[src/rtl/proc_program_feeder.sv]
// Walks a word-addressed program RAM and feeds each instruction (plus the mvi immediate) to proc over DIN/Run/Done.
// Optional Done watchdog: define DONE_TIMEOUT_EN.
module proc_program_feeder #(
    parameter int unsigned AW        = 4,
    parameter logic [2:0]  MVI_OP    = 3'b001,
    parameter logic [15:0] HALT_WORD = 16'hFFFF,
    parameter int unsigned TIMEOUT   = 64
) (
    input  logic          Clock,
    input  logic          Reset,
    input  logic          LoadEn,
    input  logic [AW-1:0] LoadAddr,
    input  logic [15:0]   LoadData,
    input  logic          Start,
    input  logic          Done,
    input  logic [15:0]   BusWires,
    output logic [15:0]   DIN,
    output logic          Run,
    output logic          Busy,
    output logic          Finished,
    output logic          Error,
    output logic [AW-1:0] PC,
    output logic [7:0]    InstrCount,
    output logic [15:0]   LastResult
);

    typedef enum logic [2:0] {
        S_IDLE, S_FETCH, S_ISSUE, S_IMMF, S_IMM, S_WAIT, S_END
    } state_t;

    localparam logic [AW-1:0] LAST_ADDR = '1;

    state_t        state, state_n;
    logic [15:0]   mem [0:(1<<AW)-1];
    logic [15:0]   rdata;
    logic [AW-1:0] raddr;
    logic [15:0]   instr;
    logic [15:0]   hold;
    logic          fetch_ph;
    logic          is_mvi;
    logic [AW:0]   pc_sum;
    logic          start_run;
    logic          retire;
    logic          set_err;
    logic          timeout_hit;

    assign Busy     = (state != S_IDLE) && (state != S_END);
    assign Run      = (state == S_ISSUE);
    assign Finished = (state == S_END);
    assign is_mvi   = (instr[15:13] == MVI_OP);
    assign pc_sum   = {1'b0, PC} + (is_mvi ? (AW+1)'(2) : (AW+1)'(1));
    assign raddr    = (state == S_IMMF) ? PC + AW'(1) : PC;

    // Program RAM: loads only while idle, registered read port
    always_ff @(posedge Clock) begin
        if (LoadEn && !Busy)
            mem[LoadAddr] <= LoadData;
        rdata <= mem[raddr];
    end

`ifdef DONE_TIMEOUT_EN
    localparam int unsigned TCW = $clog2(TIMEOUT + 1);
    logic [TCW-1:0] tcnt;

    always_ff @(posedge Clock) begin
        if (Reset)
            tcnt <= '0;
        else if (state == S_ISSUE || state == S_IMMF)
            tcnt <= '0;
        else if ((state == S_IMM || state == S_WAIT) && !Done)
            tcnt <= tcnt + TCW'(1);
    end

    assign timeout_hit = (tcnt == TCW'(TIMEOUT - 1));
`else
    assign timeout_hit = 1'b0;
    if (TIMEOUT == 0) begin : g_no_watchdog
    end
`endif

    always_ff @(posedge Clock) begin
        if (Reset)
            state <= S_IDLE;
        else
            state <= state_n;
    end

    always_comb begin
        state_n   = state;
        start_run = 1'b0;
        retire    = 1'b0;
        set_err   = 1'b0;
        case (state)
            S_IDLE, S_END: begin
                if (Start) begin
                    state_n   = S_FETCH;
                    start_run = 1'b1;
                end
            end
            // Two cycles: address goes out, then the registered word is evaluated
            S_FETCH: begin
                if (fetch_ph)
                    state_n = (rdata == HALT_WORD) ? S_END : S_ISSUE;
            end
            S_ISSUE: begin
                if (!is_mvi) begin
                    state_n = S_WAIT;
                end else if (PC == LAST_ADDR) begin
                    state_n = S_END;
                    set_err = 1'b1;
                end else begin
                    state_n = S_IMMF;
                end
            end
            S_IMMF: state_n = S_IMM;
            S_IMM, S_WAIT: begin
                if (Done) begin
                    retire  = 1'b1;
                    state_n = pc_sum[AW] ? S_END : S_FETCH;
                end else if (timeout_hit) begin
                    set_err = 1'b1;
                    state_n = S_END;
                end else begin
                    state_n = S_WAIT;
                end
            end
            default: state_n = S_IDLE;
        endcase
    end

    always_comb begin
        DIN = '0;
        case (state)
            S_ISSUE, S_IMMF: DIN = instr;
            S_IMM:           DIN = rdata;
            S_WAIT:          DIN = hold;
            default:         DIN = '0;
        endcase
    end

    always_ff @(posedge Clock) begin
        if (state == S_FETCH && fetch_ph)
            instr <= rdata;
        if (state == S_ISSUE)
            hold <= instr;
        else if (state == S_IMM)
            hold <= rdata;
    end

    always_ff @(posedge Clock) begin
        if (Reset) begin
            fetch_ph   <= 1'b0;
            PC         <= '0;
            InstrCount <= '0;
            LastResult <= '0;
            Error      <= 1'b0;
        end else begin
            fetch_ph <= (state == S_FETCH) ? ~fetch_ph : 1'b0;
            if (start_run) begin
                PC         <= '0;
                InstrCount <= '0;
                Error      <= 1'b0;
            end
            if (set_err)
                Error <= 1'b1;
            if (retire) begin
                LastResult <= BusWires;
                InstrCount <= InstrCount + 8'd1;
                PC         <= pc_sum[AW] ? LAST_ADDR : pc_sum[AW-1:0];
            end
        end
    end

endmodule

[config.mk]
export PLATFORM = sky130hd
export DESIGN_NAME = proc_program_feeder
export DESIGN_NICKNAME = d
export VERILOG_FILES = /design/src/rtl/proc_program_feeder.sv
export SDC_FILE = /design/constraint.sdc
export NUM_CORES = 1
export LEC_CHECK = 0
export CAP_MARGIN = 20
export CORE_MARGIN = 2
export CORE_UTILIZATION = 54
export DETAILED_ROUTE_END_ITERATION = 12
export GPL_ROUTABILITY_DRIVEN = 0
export PLACE_DENSITY = 0.76
export SYNTH_ARGS = -nofsm -noshare
export SYNTH_HDL_FRONTEND = slang
export SYNTH_SLANG_ARGS = --single-unit
[constraint.sdc]
create_clock -name Clock -period 2.99 [get_ports Clock]
set_input_delay 0.598 -clock Clock [delete_from_list [all_inputs] [get_ports Clock]]
set_output_delay 0.598 -clock Clock [all_outputs]
set_load 0.01 [all_outputs]
-- Word level (Yosys, flattened, before mapping)
Memories as Yosys holds them, arrays and structs flattened. A register that Yosys moved wholly into a read port is not among the register bits.
Index checks and enable logic that the tools add are counted.
Widths: inputs -> output; s select.
- memory bits (writable): 256
- word-level logic and storage cells: 69
- register bits after elaboration: 65
- output and inout port bits: 48
- bits of input ports: 41
- memories: 1
- memories (memory ; depth ; width ; read ports ; clocked after Yosys merged registers in ; wr ports ; line ; source):
    mem ; 16 ; 16 ; 1 ; 1 ; 1 ; 34 ; logic [15:0] mem [0:(1<<AW)-1];
- reductions and logical operators: 14
- eq/ne operators: 12
- bitwise gates (word level): 2
- mux-type cells: 29
- add/sub/neg operators: 3
- operators by type and width (operator ; number):
    $pmux 16 s3 ; 1
    $mux 16 ; 2
    $mux 3 ; 7
    $eq 16x16->1 const B ; 1
    $mux 4 ; 4
    $mux 8 ; 2
    $pmux 3 s5 ; 1
    $mux 1 ; 11
    $eq 3x3->1 const B ; 3
    $add 8x1->8 const B ; 1
    $reduce_or 2->1 ; 4
    $eq 3x1->1 const B ; 2
    $eq 3x2->1 const B ; 2
    $reduce_bool 2->1 ; 3
    $add 4x2->5 ; 1
    $add 4x1->4 const B ; 1
    $eq 4x4->1 const B ; 1
    $ne 2x2->1 const B ; 2
    $logic_and 1x1->1 ; 3
    $logic_not 3->1 ; 1
    $ne 3x3->1 const B ; 1
    $reduce_bool 3->1 ; 1
    $mux 2 ; 1
    $not 1->1 ; 2
    2 further kinds ; 2

-- Logic depth before layout (Yosys ltp)
- depth after elaboration: 6
- gate-level depth with buffers: 10
- depth with buffers taken out: 8

-- Least setup slack after synthesis
OpenSTA, ideal clock, no wires.
- path kind: register to register
- start point: register state[1]
- end point: memory mem[0][0] (enable)
- stages on the path, launching flop included: 7
- clock period less this slack: 2874 ps
- arrival time: 2465 ps
- path slack: 116 ps
- path buffers: 1
- required time: 2581 ps
- cells stage by stage: dfxtp_1 > buf_4 > nor2b_1 > nor3_2 > nand2_1 > or3_1 > nor3_1
- word-level cells in the longest chain between the ends: 6
- elaborated cells on any way between the ends: 7
- RTL lines (element ; line ; source):
    from (decl) ; 33 ; state_t state, state_n;
    from (signal assigned) ; 85 ; state <= state_n;
    $ne 3x3->1 / $reduce_bool 3->1 (equally long branches) ; 47 ; assign Busy = (state != S_IDLE) && (state != S_END);
    $logic_and 1x1->1 (*) ; 47 ;
    $logic_not 1->1 (*) ; 56 ; if (LoadEn && !Busy)
    $logic_and 1x1->1 (*) ; 56 ;
    $mux 1 (*) ; 56 ;
    $mux 1 (not written as such) (*) ; 57 ; mem[LoadAddr] <= LoadData;
    to (decl) ; 34 ;
Mark *: on every way between the ends. The rest lies on a longest branch, timed or not.

-- Final worst setup path
- start point: register state[1]
- end point: output port DIN[10]
- word-level cells in the longest chain between the ends: 3
- elaborated cells on any way between the ends: 6
- RTL lines (element ; line ; source):
    $eq 3x2->1 ; 133 ; case (state)
    $reduce_or 2->1 ; 133 ;
    $pmux 16 s3 (*) ; 133 ;
    to (decl) ; 17 ; output logic [15:0] DIN,
Marks and branches as above.

==> impl_metrics.toml <==
[run_status]
status = "complete, no violations"

[detailed_routing]
ant_nets = 0
wl_met2_um = 18500
via_per_inst = 6.586
drt-initial-drc-count = 1108
routedWlPerCell_um = 22.66
drc_errors = 0
drtPass1Iterations = 5
vias = 11310
wl_met1_um = 15740
wl_met3_um = 3330
topRoutingLayerUsed = "met4"
wirelength_um = 38940

[cts]
cts-root-buf = "clkbuf_16"
post_cts_buffers = 0
clk_pin_slew_ns = 0.06
htreeDepth = 2
cts_buffers = 36
clk_latency_ns = 0.52
cts_tree = "built"
clock-sinks = 337
clockBufferDepth = 3

[floorplan]
coreArea_um2 = 28630
rows = 62
ios = 89
die_y_um = 174.4
die_width_um = 174.4
start_util_pct = 54.76
dieArea_um2 = 30410

[timing]
tns_ns = 0
fin_crit_ns = 2.838
relSlewSlack_pct = 49.06
max_freq_mhz = 352.4
finalClockSkew_ns = 0.01993
timing.final.hold_violations = 0
worstMarginPinSlew_ns = 0.7640
grt_setup_unrepaired = "no"
setup_viol = 0
drv_slew = 0
holdWs_ns = 0.4540
fin_crit_sh_pct = 94.91
setup_slack_ns = 0.1521

[worst_setup_path]
crit_buf_inv = 3
critPathLaunchType = "flip-flop"
crit_arrival_ns = 2.24
critPathSlowestCell = "clkdlybuf4s50_1"
crit_chain = "buf_4 -> nor2b_2 -> buf_6 -> nand2_1 -> o21ai_0 -> clkdlybuf4s50_1"
r2r_setup_slack_ns = 0.46
crit_type = "reg -> out"
critPathTopFamily = "buffers and inverters"
critPathCaptureType = "output pin"
required_ns = 2.39
slowest_delay_ns = 0.58
path_max_fanout = 20

[final_layout]
diodes = 0
final_net_count = 1353
drive_gt1_share_pct = 12.67
utilization_pct = 63.72
mostFrequentLayoutCells = "288 x edfxtp_1, 114 x nor3_1, 97 x mux2i_1"
area_growth_pct = 16.35
layout_commonest_cell = "edfxtp_1"

[power_and_ir_drop]
clockPowerShare_pct = 43.0
p_leak_uw = 0.005517
internal_power_uw = 8044
switching_share_pct = 21.21
seq_power_share_pct = 51.4
peakVddDrop_mv = 0.4935
net-switching-power_uw = 2166
p_total_uw = 10210
comb_power_share_pct = 5.6
p_per_area_nw_per_um2 = 559.8

[global_routing]
antenna_found_initial = 0
grt_pass1_vias = 10940
grt_overflow = 0
grt_usage_pct = 25.22
grt_max_degree = 162
grt_pass1_wl_um = 60170

[place]
dp_slack_ns = 0.4902
io_buffer_count = 88
dp_hpwl_um = 23430

[synthesis]
syn_avg_cell_area_um2 = 12.64
synth-seq-area-share_pct = 61.43
synth_fp_nets = 1286
syn_inst = 1240
synth-edff-count = 288
synth_flop_cell = "edfxtp_1"
ys_ff_latch = 337
synth_cell_types = 66
async_flop_share_pct = 0
yosys_warnings = 0
synth_area_um2 = 15680

[job]
drv_cap = 0

[worst_hold_path]
min_path_type = "reg -> reg"
per-layer routing:
metal / up-vias / GRT usage, %
li1: 5059 / -
met1: 5531 / 33.93
met2: 630 / 40.94
met3: 94 / 4.287
met4: 0 / 10.33
met5: - / 0
worst paths after layout:
check                                     end     startpoint  cells past startpoint
worst min register to register  LastResult[4]  LastResult[4]                      2
worst max register to register       rdata[4]          PC[1]                      7
worst max-delay path                  DIN[10]       state[1]                      6
worst min-delay path            LastResult[4]  LastResult[4]                      2
power by group through the flow:
stage / sequential (µW) / combinational, µW / clock, µW
after floorplan: 5320 / 317 / 0
after global placement: 5340 / 553 / 0
after detailed placement: 5340 / 567 / 0
after CTS: 5250 / 572 / 4440
after global routing: 5250 / 622 / 4610
final: 5250 / 577 / 4390
cell type report:
class	instances	area, µm²
Clock buffer	46	991.0
Inverter	23	86.33
Multi-Input combinational cell	771	5508
Sequential cell	337	9639
Tap cell	384	480.5
Timing Repair Buffer	138	1348
Clock inverter	19	187.7
Fill cell	2088	10390
tightest hold or removal path, delay by kind of cell (launching register included):
| kind | cells | cell delay [ns] |
|---|---|---|
| and+or+nand+nor | 1 | 0.05 |
| AOI/OAI and AO/OA | 1 | 0.05 |
| DFF | 1 | 0.31 |
cell usage after synthesis, types with 5 or more instances:
master    instances  area (µm²)
mux2_2           18       202.7
buf_4             9       67.56
inv_1            22       82.58
dfxtp_1          49       980.9
o211ai_1         15       112.6
o22ai_1          16       100.1
mux2i_1          97       970.9
o221a_2          10       112.6
mux4_2           18       405.4
clkbuf_1         55       206.5
nand4_1           6       37.54
a31oi_1          32       200.2
nand2_1          63       236.5
nand3_1          23       115.1
edfxtp_1        288        8648
nor3_1          118       590.6
buf_2            34       170.2
nor3b_1          16       120.1
a21oi_1          31       155.2
nand2b_1          5       31.28
o21bai_1         16       120.1
o32ai_1          75       656.9
o221a_1           5       56.30
buf_1             9       33.78
o21ai_0          65       325.3
nor2_1           64       240.2
a221oi_1         15       131.4
through the flow:
step	area (µm²)	cells
finish	18240	1718
global route	18240	1718
CTS	18240	1718
detailed placement	17050	1653
global placement	17050	1653
floorplan	15680	1240
state kept, by name, indices dropped and copies added, names as in the netlist, 3 cells and up:
signal,flops
hold,16
LastResult,16
PC,4
InstrCount,8
state,3
rdata,16
instr,16
mem,256
timing repair:
item | CTS | global route
hold buffers | 0 | 0
pin swaps | 0 | 0
gates resized for setup | 2 | 3
setup endpoints to repair | 11 | 17
cell families (layout without fill, tap and decap cells):
group / count (synthesis) / count (layout) / share of synthesized area, %
compound gates: 305 / 305 / 13.85
simple gates: 326 / 326 / 10.26
xor+xnor: 1 / 1 / 0.05588
flops: 337 / 337 / 61.43
buf+inv: 132 / 226 / 3.743
fa+ha+maj: 5 / 5 / 0.4470
mux: 134 / 134 / 10.22
No activity file was read; power rests on OpenSTA's default activity.
==> edit 1 (same flow settings) <==
The parameter `AW` goes from 4 to 3.
--- a/src/rtl/proc_program_feeder.sv
+++ b/src/rtl/proc_program_feeder.sv
@@ -1,7 +1,7 @@
 // Walks a word-addressed program RAM and feeds each instruction (plus the mvi immediate) to proc over DIN/Run/Done.
 // Optional Done watchdog: define DONE_TIMEOUT_EN.
 module proc_program_feeder #(
-    parameter int unsigned AW        = 4,
+    parameter int unsigned AW        = 3,
     parameter logic [2:0]  MVI_OP    = 3'b001,
     parameter logic [15:0] HALT_WORD = 16'hFFFF,
     parameter int unsigned TIMEOUT   = 64
Interface: changed (resized LoadAddr and PC); port bits go from 89 to 87. The function was not compared with the original's and may differ.
==> edit 1 against the unedited design <==
Clock skew decreased by 0.0042 ns. Non-clock buffer count decreased by 26. Sequential cell count decreased by 129. Fmax decreased by 0.87%. Critical path depth decreased by 2. Cell count decreased by 42%. Setup slack got worse by 0.025 ns. Die area decreased by 39%. Total power decreased by 32%. Area after synthesis decreased by 39%. Wire length decreased by 45%. First-iteration DRC count decreased by 44%. Cell area decreased by 38%. Register-to-register slack improved by 0.02 ns. Critical path type unchanged. Largest cell class unchanged. Largest power group unchanged.
==> edit 1: results (changes against the unedited design) <==
Synthesis
The average instance area after synthesis is 14.0 sq um (+10%). The multiplexer share of the synthesized area came to 0.187 (+0.0850). After synthesis, the most frequently instantiated cells are sky130_fd_sc_hd__edfxtp_1, sky130_fd_sc_hd__nand2_1, sky130_fd_sc_hd__dfxtp_1. The xor and xnor fraction of the mapped netlist area is 0.00276 (+0.00221). By area the synthesized netlist is led by sky130_fd_sc_hd__edfxtp_1, sky130_fd_sc_hd__mux4_2, sky130_fd_sc_hd__dfxtp_1. The number of enable flip-flop cells after synthesis is 160 (-44%). The total nets after synthesis is 727 (-43%).

The share of the synthesized area in compound gates (AO/OA/AOI/OAI) is 0.0865 (-0.0520). The post-synthesis share of cell area spent on full adders, half adders and majority gates was 0.00869 (+0.00422). The count of different cell masters after synthesis was 52 (-21%).

Finish
The flip-flop count of the largest register, all copies and words added is 128 (-50%). The net total in the final layout came to 811 (-40%). The utilization of the core after routing is 0.659 (+0.0215). The count of non-filler cells in the finished layout came to 1005 (-42%). The fill cell instance count of the final layout was 1195 (-43%).

Routing
The wire length on met2 is 10500 um (-43%). The DRC marker count from the first detailed-route iteration is 626 (-44%). The wire length on met3 was 1420 um (-57%).

The number of vias after detailed routing is 6257 (-45%). The total detailed-routing wirelength is 21300 um (-45%). The routed metal-1 wire length is 8720 um (-45%).

Timing
The max-slew headroom at the worst pin came to 0.485 (-0.00573). The setup skew after layout is 0.0157 ns (-0.00419 ns).

Clocking
The CTS buffer count is 22 (-39%). The clock latency at the later pin of the worst-skew pair is 0.50 ns (-0.02 ns). The depth of the CTS H-tree is 1 (-1).

Place
The setup slack after placement is 0.454 ns (-0.0362 ns). The number of cells after detailed placement is 966 (-42%). The post-detailed-placement half-perimeter wirelength came to 13400 um (-43%). The number of buffers inserted by port buffering is 86 (-2.3%). The placed cell area came to 10600 sq um (-38%).

Setup path
The arrival time at the worst endpoint is 2.26 ns (+0.02 ns). The largest driver fanout on the critical path was 18 (-10%).

GRT
The global-route wire length before repair is 33400 um (-44%). The overall routing resource usage is 0.233 (-0.0189). The pin count of the biggest net entering global routing came to 48 (-70%).

Power and ir drop
The cell leakage power is 0.00365 uW (-34%). The portion of total power attributed to the clock network is 0.388 (-0.042). The internal power is 5350 uW (-34%). The part of the total power dissipated in combinational logic is 0.121 (+0.065).

The total power density per cell area is 613 nW/um^2 (+9.6%). The peak ir drop on the vdd network is 0.000515 V (+4.4%).

Status
The flow ran to the end, and the final reports show no timing, DRC or antenna violations.
[edit 1: cell count changes in the layout (fill, tap and decap cells not counted), sizes merged, moves of 26 or more]
cell    change
edfxtp    -128
o32ai      -62
o21ai      -47
mux2i      -53
nor2       -49
a211oi     +26
nor3      -104
nand2      +27
[edit 1: worst paths after layout]
kind	endpoint	from	slack [ns]
worst max-delay path	DIN[13]	state[0]	0.13
worst min-delay path	LastResult[14]	LastResult[14]	0.46
worst max register to register	rdata[5]	PC[2]	0.48
worst min register to register	LastResult[14]	LastResult[14]	0.46
[edit 1: per-layer routing]
layer | up-vias | track usage
li1 | 2833 | -
met1 | 3116 | 0.315
met4 | 0 | 0.0833
met3 | 61 | 0.0344
met2 | 247 | 0.389
met5 | - | 0
[edit 1: layout make-up]
type                            count  area share
Sequential cell                   208       0.508
Clock inverter                     11      0.0111
Timing Repair Buffer              112      0.0941
Tap cell                          225      0.0248
Clock buffer                       28      0.0523
Inverter                            6     0.00198
Multi-Input combinational cell    415       0.308
==> edit 2 (same flow settings) <==
Without the edit above. Register the output `DIN`, cleared by the reset; this adds one clock of latency there. The other outputs are not delayed to match.
--- a/src/rtl/proc_program_feeder.sv
+++ b/src/rtl/proc_program_feeder.sv
@@ -29,6 +29,8 @@
     } state_t;
 
     localparam logic [AW-1:0] LAST_ADDR = '1;
+
+    logic [15:0] DIN_d;
 
     state_t        state, state_n;
     logic [15:0]   mem [0:(1<<AW)-1];
@@ -129,12 +131,12 @@
     end
 
     always_comb begin
-        DIN = '0;
+        DIN_d = '0;
         case (state)
-            S_ISSUE, S_IMMF: DIN = instr;
-            S_IMM:           DIN = rdata;
-            S_WAIT:          DIN = hold;
-            default:         DIN = '0;
+            S_ISSUE, S_IMMF: DIN_d = instr;
+            S_IMM:           DIN_d = rdata;
+            S_WAIT:          DIN_d = hold;
+            default:         DIN_d = '0;
         endcase
     end
 
@@ -171,5 +173,13 @@
         end
     end
 
+    always_ff @(posedge Clock) begin
+        if (Reset) begin
+            DIN <= '0;
+        end else begin
+            DIN <= DIN_d;
+        end
+    end
+
 endmodule
 
Behaviour: not the same (a bounded check fails within 4 cycles, from zero or initial values and one cycle with Reset high).
==> edit 2 against the unedited design <==
The flow now finishes with violations (negative setup slack). Setup slack lost 0.17 ns. Sequential cell count is 16 higher. Sequential power rose by 4.0%. Wire length fell by 2.6%. Sequential share of layout area grew 0.60 points. Area after synthesis rose by 2.3%. Global-route usage fell by 0.82 points. Total power rose by 4.9%. Cell area up 2.1%. Largest cell class unchanged. Highest routed layer unchanged.
==> edit 2: results (changes against the unedited design) <==
Status
The run finished, with violations left. The checks that failed: negative setup slack.

Timing
The smallest setup slack after layout is -0.0214 ns (-0.174 ns). The setup skew after layout is 0.0332 ns (+0.0133 ns). The final setup violation count was 1 (+1).

Place
The setup slack after placement is 0.504 ns (+0.0134 ns). The post-detailed-placement half-perimeter wirelength was 23000 um (-1.8%).

Finish
The net total in the final layout is 1382 (+2.1%). The fraction of final layout cells with drive strength greater than 1 is 0.125 (-0.00205).

Routing
The count of TritonRoute iterations in the first routing pass is 6 (+1). The number of vias after detailed routing is 11400 (+0.54%). The routed wire length per instance is 21.6 um (-4.6%). The DRC marker count from the first detailed-route iteration is 1370 (+24%).

GRT
The pin count of the biggest net entering global routing is 130 (-20%). The met1 demand-to-capacity share in global routing came to 0.332 (-0.00737). The overall routing resource usage is 0.244 (-0.00820). The met2 track demand over resource in global routing is 0.400 (-0.00906).

Synthesis
By area the synthesized netlist is led by sky130_fd_sc_hd__edfxtp_1, sky130_fd_sc_hd__dfxtp_1, sky130_fd_sc_hd__mux2i_1. The total nets after synthesis is 1320 (+2.6%). The count of different cell masters after synthesis is 61 (-7.6%). The proportion of register bits with asynchronous set or reset after synthesis came to 0 (unchanged). After synthesis, the most frequently instantiated cells are sky130_fd_sc_hd__edfxtp_1, sky130_fd_sc_hd__nor3_1, sky130_fd_sc_hd__mux2i_1.

The sequential-to-total area share from yosys stat came to 0.620 (+0.00612).

Power and ir drop
The peak ir drop on the vdd network is 0.000537 V (+8.7%). The cell leakage power is 0.00568 uW (+3.0%).

Setup path
The arrival time at the worst endpoint is 2.41 ns (+0.17 ns).

Hold path
The min-delay analysis places its worst path in the category reg -> reg.
==> edit 2: cell types whose count changed after synthesis, sizes merged <==
cell    unedited run  this run
a21oi             31        47
dfxtp             49        65
clkbuf            55        51
nand2             63        47
o21ai             68        52
buf               54        60
nor2              65        97
==> edit 2: routing by layer <==
metal | up-vias | wire (um)
met1 | 5572 | 15000
met4 | 0 | 1020
li1 | 5143 | -
met5 | - | 0
met2 | 579 | 18100
met3 | 81 | 3750
==> edit 2: path summary, 6_finish.rpt <==
kind,startpoint,endpoint,slack (ns),cells past startpoint
setup / recovery,state[2],Busy,-0.02,4
hold / removal,LastResult[5],LastResult[5],0.45,2
setup reg to reg,state[2],mem[1][11],0.47,6
hold reg to reg,LastResult[5],LastResult[5],0.45,2
==> edit 2: what timing repair did <==
action | 4_1_cts | 5_1_grt
cloned | 0 | 0
setup buffers | 0 | 0
setup endpoints to repair | 1 | 1
gates resized for setup | 1 | 0
==> edit 2: stage by stage <==
| stage | TNS [ns] | util | hold slack (ns) | instances | cell area (sq um) |
|---|---|---|---|---|---|
| after global placement | 0 | 0.591 | 0.440 | 1688 | 17400 |
| after detailed placement | 0 | 0.591 | 0.446 | 1688 | 17400 |
| after global routing | -0.0226 | 0.634 | 0.473 | 1754 | 18600 |
| after floorplan | 0 | - | 0.439 | 1274 | 16000 |
| final | -0.0214 | 0.634 | 0.454 | 1754 | 18600 |
| after CTS | 0 | 0.634 | 0.454 | 1754 | 18600 |
==> edit 2: layout make-up <==
class,count,area (sq um)
Multi-Input combinational cell,787,5540
Clock buffer,52,1050
Inverter,23,86.3
Tap cell,390,488
Sequential cell,353,9960
Clock inverter,14,206
Fill cell,2120,10800
Timing Repair Buffer,135,1300
==> edit 2: worst max-delay path, stage by stage (launching register included) <==
cell,delay [ns]
sky130_fd_sc_hd__dfxtp_1,0.57
sky130_fd_sc_hd__nor2b_1,0.13
sky130_fd_sc_hd__nor3_2,0.51
sky130_fd_sc_hd__inv_1,0.15
sky130_fd_sc_hd__clkdlybuf4s50_1,0.53
==> edit 2: power by group <==
part           leakage, uW  switching [uW]  internal (uW)
Clock             0.000614            1800           2900
Combinational      0.00194             326            224
Sequential         0.00313            57.2           5410
==> edit 2: cells by family after synthesis <==
family          share of synthesized area
simple gates                        0.104
flops                               0.620
fa+ha+maj                         0.00437
xor+xnor                         0.000546
buf+inv                            0.0367
compound gates                      0.135
mux                                0.0991
